==> src/rtl/cv32e40s_pkg.sv <==
// Shared types for the CSR integrity controller: scan FSM states and timer width.
package cv32e40s_pkg;

  typedef enum logic [1:0] {
    ICTRL_COUNT,
    ICTRL_CHECK,
    ICTRL_LOCKED
  } csr_ictrl_state_e;

  // Wide enough for the largest supported scan period (255).
  localparam int ICTRL_TIMER_W = 8;

endpackage

==> src/rtl/cv32e40s_csr_ictrl_arb.sv <==
// Write arbiter for the hardened CSR bank: core writes win over refresh writes,
// the winner is registered and issued one cycle later as a one-hot enable.
module cv32e40s_csr_ictrl_arb #(
  parameter int NUM_CSR = 8,
  parameter int WIDTH   = 32,
  parameter int IDX_W   = $clog2(NUM_CSR)
) (
  input  logic               clk,
  input  logic               rst_n,
  input  logic               sw_wr_en,
  input  logic [IDX_W-1:0]   sw_wr_idx,
  input  logic [WIDTH-1:0]   sw_wr_data,
  input  logic               rfr_req,
  input  logic [IDX_W-1:0]   rfr_idx,
  input  logic [WIDTH-1:0]   rfr_data,
  output logic               rfr_gnt,
  output logic [NUM_CSR-1:0] csr_wr_en,
  output logic [WIDTH-1:0]   csr_wr_data
);

  logic               vld_p0;
  logic [IDX_W-1:0]   idx_p0;
  logic [WIDTH-1:0]   data_p0;
  logic [NUM_CSR-1:0] wr_en_p1;
  logic [WIDTH-1:0]   data_p1;

  // Indices outside the bank match no bit, so they are granted but write nothing.
  function automatic logic [NUM_CSR-1:0] decode_onehot(input logic vld,
                                                       input logic [IDX_W-1:0] idx);
    logic [NUM_CSR-1:0] oh;
    oh = '0;
    for (int i = 0; i < NUM_CSR; i++) begin
      oh[i] = vld && (idx == IDX_W'(i));
    end
    return oh;
  endfunction

  // Stage p0: combinational priority select
  always_comb begin
    rfr_gnt = rfr_req & ~sw_wr_en;
    vld_p0  = sw_wr_en | rfr_req;
    idx_p0  = sw_wr_en ? sw_wr_idx  : rfr_idx;
    data_p0 = sw_wr_en ? sw_wr_data : rfr_data;
  end

  // Stage p1: registered issue towards the bank
  always_ff @(posedge clk) begin
    if (!rst_n) begin
      wr_en_p1 <= '0;
      data_p1  <= '0;
    end else begin
      wr_en_p1 <= decode_onehot(vld_p0, idx_p0);
      if (vld_p0) begin
        data_p1 <= data_p0;
      end
    end
  end

  assign csr_wr_en   = wr_en_p1;
  assign csr_wr_data = data_p1;

endmodule

==> src/rtl/cv32e40s_csr_integrity_ctrl.sv <==
// Integrity controller for a bank of shadow-copy CSRs: write arbitration,
// periodic round-robin rd_error scan with first-failure capture, and major alert.
module cv32e40s_csr_integrity_ctrl
  import cv32e40s_pkg::*;
#(
  parameter int NUM_CSR     = 8,
  parameter int WIDTH       = 32,
  parameter int SCAN_PERIOD = 16,
  parameter int IDX_W       = $clog2(NUM_CSR)
) (
  input  logic               clk,
  input  logic               rst_n,
  input  logic               sw_wr_en_i,
  input  logic [IDX_W-1:0]   sw_wr_idx_i,
  input  logic [WIDTH-1:0]   sw_wr_data_i,
  input  logic               rfr_req_i,
  input  logic [IDX_W-1:0]   rfr_idx_i,
  input  logic [WIDTH-1:0]   rfr_data_i,
  output logic               rfr_gnt_o,
  output logic [NUM_CSR-1:0] csr_wr_en_o,
  output logic [WIDTH-1:0]   csr_wr_data_o,
  input  logic [NUM_CSR-1:0] csr_rd_error_i,
  output logic               err_valid_o,
  output logic [IDX_W-1:0]   err_idx_o,
  input  logic               err_clr_i,
  output logic               alert_major_o
);

  localparam logic [ICTRL_TIMER_W-1:0] TIMER_LAST = ICTRL_TIMER_W'(SCAN_PERIOD - 1);

  csr_ictrl_state_e           state_q, state_d;
  logic [ICTRL_TIMER_W-1:0]   timer_q, timer_d;
  logic [IDX_W-1:0]           ptr_q, ptr_d;
  logic [IDX_W-1:0]           err_idx_q, err_idx_d;
  logic                       alert_q;
  logic [NUM_CSR-1:0]         csr_wr_en;

  function automatic logic [IDX_W-1:0] next_ptr(input logic [IDX_W-1:0] p);
    return (p == IDX_W'(NUM_CSR - 1)) ? '0 : p + 1'b1;
  endfunction

  cv32e40s_csr_ictrl_arb #(
    .NUM_CSR (NUM_CSR),
    .WIDTH   (WIDTH),
    .IDX_W   (IDX_W)
  ) arb_i (
    .clk         (clk),
    .rst_n       (rst_n),
    .sw_wr_en    (sw_wr_en_i),
    .sw_wr_idx   (sw_wr_idx_i),
    .sw_wr_data  (sw_wr_data_i),
    .rfr_req     (rfr_req_i),
    .rfr_idx     (rfr_idx_i),
    .rfr_data    (rfr_data_i),
    .rfr_gnt     (rfr_gnt_o),
    .csr_wr_en   (csr_wr_en),
    .csr_wr_data (csr_wr_data_o)
  );

  always_comb begin
    state_d   = state_q;
    timer_d   = timer_q;
    ptr_d     = ptr_q;
    err_idx_d = err_idx_q;
    case (state_q)
      ICTRL_COUNT: begin
        if (timer_q == TIMER_LAST) begin
          state_d = ICTRL_CHECK;
          timer_d = '0;
        end else begin
          timer_d = timer_q + 1'b1;
        end
      end
      ICTRL_CHECK: begin
        // A CSR being rewritten this cycle is mid-repair and counts as passing.
        if (csr_rd_error_i[ptr_q] && !csr_wr_en[ptr_q]) begin
          state_d   = ICTRL_LOCKED;
          err_idx_d = ptr_q;
        end else begin
          state_d = ICTRL_COUNT;
          ptr_d   = next_ptr(ptr_q);
        end
      end
      ICTRL_LOCKED: begin
        if (err_clr_i) begin
          state_d = ICTRL_COUNT;
          ptr_d   = next_ptr(err_idx_q);
        end
      end
      default: state_d = ICTRL_COUNT;
    endcase
  end

  always_ff @(posedge clk) begin
    if (!rst_n) begin
      state_q   <= ICTRL_COUNT;
      timer_q   <= '0;
      ptr_q     <= '0;
      err_idx_q <= '0;
      alert_q   <= 1'b0;
    end else begin
      state_q   <= state_d;
      timer_q   <= timer_d;
      ptr_q     <= ptr_d;
      err_idx_q <= err_idx_d;
      alert_q   <= |csr_rd_error_i;
    end
  end

  // The registered OR of all flags alerts within one cycle, ahead of the scan.
  assign csr_wr_en_o   = csr_wr_en;
  assign err_valid_o   = (state_q == ICTRL_LOCKED);
  assign err_idx_o     = err_idx_q;
  assign alert_major_o = alert_q | (state_q == ICTRL_LOCKED);

endmodule
==> config.mk <==
export PLATFORM = sky130hd
export DESIGN_NAME = cv32e40s_csr_integrity_ctrl
export DESIGN_NICKNAME = d
export VERILOG_FILES = /design/src/rtl/cv32e40s_pkg.sv /design/src/rtl/cv32e40s_csr_ictrl_arb.sv /design/src/rtl/cv32e40s_csr_integrity_ctrl.sv
export SDC_FILE = /design/constraint.sdc
export NUM_CORES = 1
export LEC_CHECK = 0
export ABC_AREA = 1
export CORE_MARGIN = 10
export CORE_UTILIZATION = 37
export CTS_CLUSTER_DIAMETER = 30
export DETAILED_ROUTE_END_ITERATION = 10
export GPL_TIMING_DRIVEN = 1
export MAX_ROUTING_LAYER = met4
export PLACE_DENSITY = 0.85
export SLEW_MARGIN = 15
export SYNTH_ARGS = -nofsm -noshare
export SYNTH_HDL_FRONTEND = slang
export SYNTH_SLANG_ARGS = --single-unit
==> constraint.sdc <==
create_clock -name clk -period 1.1 [get_ports clk]
set_input_delay 0.22 -clock clk [delete_from_list [all_inputs] [get_ports clk]]
set_output_delay 0.22 -clock clk [all_outputs]
set_load 0.01 [all_outputs]
-- Word-level counts from Yosys, hierarchy flattened
Index checks and enable logic that the tools add are counted.
- add/subtract/negate cells: 3
- order comparisons: 1
- equality and inequality tests: 15
- multiplexer cells: 16
- bitwise logic cells: 4
- reduce and logical (&&, ||, !) cells: 17
- operators by type and width (cell ; count):
    two-way mux 32 bit ; 1
    equality test 3 bit, second input constant ; 6
    two-way mux 3 bit ; 5
    logical AND 1 bit ; 9
    adder 8 x 1 -> 8 bit, second input constant ; 1
    equality test 8 x 4 -> 1 bit, second input constant ; 1
    two-way mux 8 bit ; 1
    OR reduction 8 bit ; 1
    adder 3 x 1 -> 3 bit, second input constant ; 2
    binary-select mux 1 bit (select 3 bit) ; 2
    equality test 3 x 2 -> 1 bit, second input constant ; 2
    two-way mux 2 bit ; 3
    one-hot mux 2 bit (3 select lines) ; 1
    one-hot mux 3 bit (2 select lines) ; 1
    < comparator 3 x 4 -> 1 bit, second input constant ; 1
    != test 2 bit, second input constant ; 2
    AND reduction 2 bit ; 2
    equality test 3 x 1 -> 1 bit, second input constant ; 1
    zero test 3 bit ; 1
    AND reduction 3 bit ; 1
    equality test 2 x 1 -> 1 bit, second input constant ; 1
    equality test 2 bit, second input constant ; 1
    zero test 2 bit ; 1
    two-way mux 1 bit ; 2
    other kinds (6) ; 7
- register bits: 57
- input port bits: 83
- output and inout bits: 46

-- Depth between registers and ports, before layout
- word-level depth: 6
- depth in mapped cells: 10
- depth with buffers taken out: 10

-- By module
A second synthesis with hierarchy kept.
- cells, all modules: 421
- area, all modules: 2796.4 um^2
- modules (own cells, without submodules) (module ; instances ; cells each ; area each (um^2) ; seq. area each (um^2)):
    cv32e40s_csr_ictrl_arb ; 1 ; 283 ; 1833.0 ; 800.8
    cv32e40s_csr_integrity_ctrl ; 1 ; 138 ; 963.4 ; 340.3

-- Worst setup path before layout
OpenSTA, ideal clock, no wires.
- path kind: reg2reg
- start point: register ptr_q[0]
- end point: register ptr_q[1]
- setup time: 115 ps
- arrival time: 1056 ps
- setup slack: -71 ps
- cell stages (with the launch flop): 10
- clock period less this slack: 1171 ps
- cell sequence: dfxtp_1 -> ha_1 -> ha_1 -> inv_1 -> nand2_1 -> nand2_1 -> o21ai_0 -> nand3_1 -> nand2_1 -> nor2_1
- word-level cells in the longest chain between the ends: 6
- elaborated cells between the ends (all ways): 13
- classes of those cells: add/sub: 1; eq/ne: 2; mux: 7; reduce/logical: 3
- RTL lines (item ; line ; RTL):
    start, declared ; cv32e40s_csr_integrity_ctrl.sv:33 ; logic [IDX_W-1:0] ptr_q, ptr_d;
    start signal, assigned ; cv32e40s_csr_integrity_ctrl.sv:104 ; ptr_q <= ptr_d;
    binary-select mux 1 bit (select 3 bit) ; cv32e40s_csr_integrity_ctrl.sv:76 ; if (csr_rd_error_i[ptr_q] && !csr_wr_en[ptr_q]) begin
    two-way mux 1 bit (not written as such) ; cv32e40s_csr_integrity_ctrl.sv:76 ;
    zero test 1 bit ; cv32e40s_csr_integrity_ctrl.sv:76 ;
    logical AND 1 bit ; cv32e40s_csr_integrity_ctrl.sv:76 ;
    != test 2 bit (no line) ; -- ;
    AND reduction 3 bit (no line) ; -- ;
Parallel ways exist; a longest one is shown, timed or not. The select of a mux whose other input is x is not followed.
A chain may end at the register's enable or synchronous reset.

-- Final worst setup path
- start point: register state_q[1]
- end point: output port alert_major_o
- word-level cells in the longest chain between the ends: 2
- RTL lines (item ; line ; RTL):
    start, declared ; cv32e40s_csr_integrity_ctrl.sv:31 ; csr_ictrl_state_e state_q, state_d;
    start signal, assigned ; cv32e40s_csr_integrity_ctrl.sv:102 ; state_q <= state_d;
    equality test 2 bit ; cv32e40s_csr_integrity_ctrl.sv:114 ; assign alert_major_o = alert_q | (state_q == ICTRL_LOCKED);
    OR 1 bit ; cv32e40s_csr_integrity_ctrl.sv:114 ;
    end, declared ; cv32e40s_csr_integrity_ctrl.sv:26 ; output logic alert_major_o
No other way between the ends.

==> flow_metrics.py <==
metrics = {
    "grt": {
        "global_route_wire_length_before_repair_um": 15500,
        "first_global_vias": 3245,
        "track_usage_pct": 17.7,
        "overflow": 0,
        "grt_antenna_before_repair": 0,
        "pin_count_of_the_biggest_net_entering_global_routing": 25,
    },
    "yosys": {
        "synth.top_cells.by_area": "sky130_fd_sc_hd__dfxtp_1 42%, sky130_fd_sc_hd__nand2_1 19%, sky130_fd_sc_hd__inv_1 7.7%",
        "count_of_flip_flops_with_a_built_in_enable_after_synthesis": 0,
        "postSynthAreaPerCell_um2": 6.90,
        "netlist_area_um2": 2690,
        "yosysMostFrequentCell": "sky130_fd_sc_hd__nand2_1",
        "synth-seq-area-share_pct": 42.4,
        "yosysTopAreaCellShare_pct": 42.4,
        "yosys_warnings": 0,
        "synth_largest_area_cell": "sky130_fd_sc_hd__dfxtp_1",
        "synth-seq-cells": 57,
        "postSynthNetCount": 478,
        "postSynth.asyncResetShare_pct": 0,
        "dominantRegCellSynth": "sky130_fd_sc_hd__dfxtp_1",
        "synth_cell_types": 31,
        "yosys-top-cells-count": "133 x sky130_fd_sc_hd__nand2_1, 57 x sky130_fd_sc_hd__dfxtp_1, 55 x sky130_fd_sc_hd__inv_1",
        "post_synth_inst_count": 390,
    },
    "timing": {
        "finClkSkew_ps": 7.92,
        "relSlewSlack_pct": 74.0,
        "setup-violations-final": 18,
        "fin_crit_ps": 1310,
        "timing.final.ws_setup_ps": -207,
        "max_freq_mhz": 765,
        "final.setup.tns_ps": -2050,
        "report.final.hold_viol_count": 0,
        "maxSlewViolCount": 0,
        "tcrit_tclk_final_pct": 119,
        "grt_setup_unrepaired": "yes",
        "worst_pin_slew_ps": 387,
    },
    "routing": {
        "routed-via-count": 3083,
        "drt_first_pass_iters": 5,
        "detail_route.iter0.violations": 105,
        "avgRoutedWirePerCell_um": 15.3,
        "detail_route.drc_violations": 0,
        "route.antenna.remaining_nets": 0,
        "routed_wl_um": 10100,
        "viasPerCell": 4.68,
    },
    "power": {
        "vdd_ir_drop_max_uv": 646,
        "power_leakage_nw": 2.39,
        "total_power_mw": 5.47,
        "power_density_nw_per_um2": 1150,
    },
    "hold_path": {
        "worstHoldPathType": "primary input to flip-flop",
    },
    "cells_and_area": {
        "num-nets-final": 643,
        "antennaDiodeCount": 0,
        "area_growth_pct": 76.4,
        "layout-drive-gt1-share_pct": 30.9,
        "fin_cells": 659,
        "final_core_utilization_pct": 66.2,
    },
    "run": {
        "max-cap-violations": 0,
    },
    "clocking": {
        "clock-root-buffer": "sky130_fd_sc_hd__clkbuf_8",
        "clk_transition_reported_paths_ps": 70,
        "numClockSinks": 57,
        "insertion_delay_ps": 320,
        "total_cts_buffers": 9,
        "cts-root-to-sink-buffers": 2,
        "cts_tree": "done",
        "ctsHtreeMaxLevel": 3,
    },
    "placement": {
        "place_inst": 629,
        "io_buffer_count": 128,
        "place_congestion": 0.853,
        "place_ws_ps": -693,
        "detailed_place_hpwl_um": 6950,
    },
    "die": {
        "die_width_um": 105,
        "row_count": 31,
        "design.portCount": 129,
        "initial_utilization_pct": 37.5,
        "design.die.area_um2": 11100,
        "height_of_the_die_um": 105,
        "design.core.area_um2": 7180,
    },
    "worst_setup_path": {
        "timing.critical_path.to_type": "output port",
        "worst_path_max_delay_cell": "sky130_fd_sc_hd__dfxtp_2",
        "crit_family": "flip-flops",
        "cp_startpoint_kind": "flip-flop",
        "crit_path_cell_trace": "inv_2, nor2_4, or2_4, buf_6",
        "timing.critical_path.required_ps": 880,
        "crit_path_max_fanout": 3,
        "critical-path-max-stage-delay_ps": 330,
        "worstPathArrival_ps": 1090,
        "crit_buf_inv": 2,
        "critical_path_class": "flip-flop to output port",
    },
    "status": {
        "failing_checks": "setup timing",
        "run_status": "finished with violations",
    },
}
## layout by cell type (no fill, tap or decap), types with 2 or more instances in the layout
master	synthesis	layout
sky130_fd_sc_hd__nand2_1	133	129
sky130_fd_sc_hd__clkdlybuf4s50_1	0	80
sky130_fd_sc_hd__inv_1	55	49
sky130_fd_sc_hd__buf_2	7	44
sky130_fd_sc_hd__dfxtp_1	57	43
sky130_fd_sc_hd__nand3_1	36	28
sky130_fd_sc_hd__buf_4	1	25
sky130_fd_sc_hd__nor2_1	32	22
sky130_fd_sc_hd__a22oi_1	14	14
sky130_fd_sc_hd__dfxtp_2	0	12
sky130_fd_sc_hd__clkbuf_8	0	11
sky130_fd_sc_hd__buf_6	1	9
sky130_fd_sc_hd__nor2_4	1	8
sky130_fd_sc_hd__nand3_2	1	8
sky130_fd_sc_hd__inv_2	2	6
sky130_fd_sc_hd__buf_12	0	6
sky130_fd_sc_hd__o21ai_1	0	5
sky130_fd_sc_hd__nand2_2	1	4
sky130_fd_sc_hd__xor2_1	4	4
sky130_fd_sc_hd__nor2_2	1	4
sky130_fd_sc_hd__nand3b_1	3	3
sky130_fd_sc_hd__nand2_4	2	3
sky130_fd_sc_hd__a21oi_2	0	3
sky130_fd_sc_hd__bufbuf_16	0	3
sky130_fd_sc_hd__nor3_2	0	2
sky130_fd_sc_hd__nand4_1	2	2
sky130_fd_sc_hd__nor4_1	3	2
sky130_fd_sc_hd__a21oi_1	5	2
sky130_fd_sc_hd__or2_2	3	2
sky130_fd_sc_hd__o21ai_2	2	2
sky130_fd_sc_hd__ha_2	0	2
sky130_fd_sc_hd__ha_4	0	2
sky130_fd_sc_hd__clkinv_2	0	2
sky130_fd_sc_hd__bufinv_16	0	2
sky130_fd_sc_hd__dfxtp_4	0	2
## timing repair
action | CTS | global route
pin swaps | 14 | 11
endpoints found under the setup margin | 101 | 43
gates cloned | 3 | 0
gates resized for setup | 242 | 28
setup buffers | 9 | 4
hold buffers | 0 | 0
## final timing paths
| check | from | to | slack [ps] | cells after the start |
|---|---|---|---|---|
| setup / recovery | state_q[1]$_SDFFE_PN0P_ | alert_major_o | -210 | 4 |
| hold / removal | sw_wr_en_i | arb_i.csr_wr_data[18]$_SDFFE_PN0P_ | 320 | 6 |
| setup reg to reg | state_q[1]$_SDFFE_PN0P_ | timer_q[6]$_SDFFE_PN0N_ | -190 | 7 |
| hold reg to reg | err_idx_o[1]$_SDFFE_PN0P_ | err_idx_o[1]$_SDFFE_PN0P_ | 510 | 2 |
## kinds of logic (layout without fill, tap and decap cells)
group | count (synthesis) | in the layout | synth area share (%)
simple gates | 222 | 222 | 35.3
flops | 57 | 57 | 42.4
mux | 1 | 1 | 0.372
buf+inv | 73 | 243 | 10.9
fa+ha+maj | 5 | 5 | 2.32
xor+xnor | 4 | 4 | 1.30
compound gates | 28 | 28 | 7.39
## registers in the layout, summed over array words and instances, names as in the netlist
register	flops
alert_q	1
arb_i.csr_wr_data	32
arb_i.csr_wr_en	8
err_idx_o	3
ptr_q	3
state_q	2
timer_q	8
## final cells by class
class                      count  area, um2
clock buffer                  11        151
clock inverter                 5       77.6
fill                         607       2420
inverter                      57        221
multi-input combinational    260       1460
sequential                    57       1160
tap                           99        124
timing repair buffer         170       1560
## power by group
group	leakage, nW	internal (mW)	total, mW	switching (mW)
registers	0.474	2.16	2.21	0.0533
clock network	0.115	1.39	2.26	0.866
logic	1.80	0.579	0.997	0.419
## tightest hold or removal path, cell delays in order
cell and delay (ps):
sky130_fd_sc_hd__clkbuf_2 120, sky130_fd_sc_hd__nor2_4 70, sky130_fd_sc_hd__nand2_1 60, sky130_fd_sc_hd__nand2_1 50
sky130_fd_sc_hd__nand2_1 50, sky130_fd_sc_hd__inv_1 30
## per-stage QoR
step | hold WS [ps] | area [um2]
floorplan | 374 | 2720
global placement | 491 | 4310
detailed placement | 499 | 4310
CTS | 459 | 4640
global route | 336 | 4750
finish | 315 | 4750
## routing by layer
layer  vias to the layer above  GRT usage (%)  routed length (um)
met3                        16           5.05                 787
met5                         -              -                   0
met1                      1400           18.3                4030
met4                         0           8.63                 222
li1                       1544              -                   -
met2                       123           30.3                5020
No activity file was read; power rests on OpenSTA's default activity.
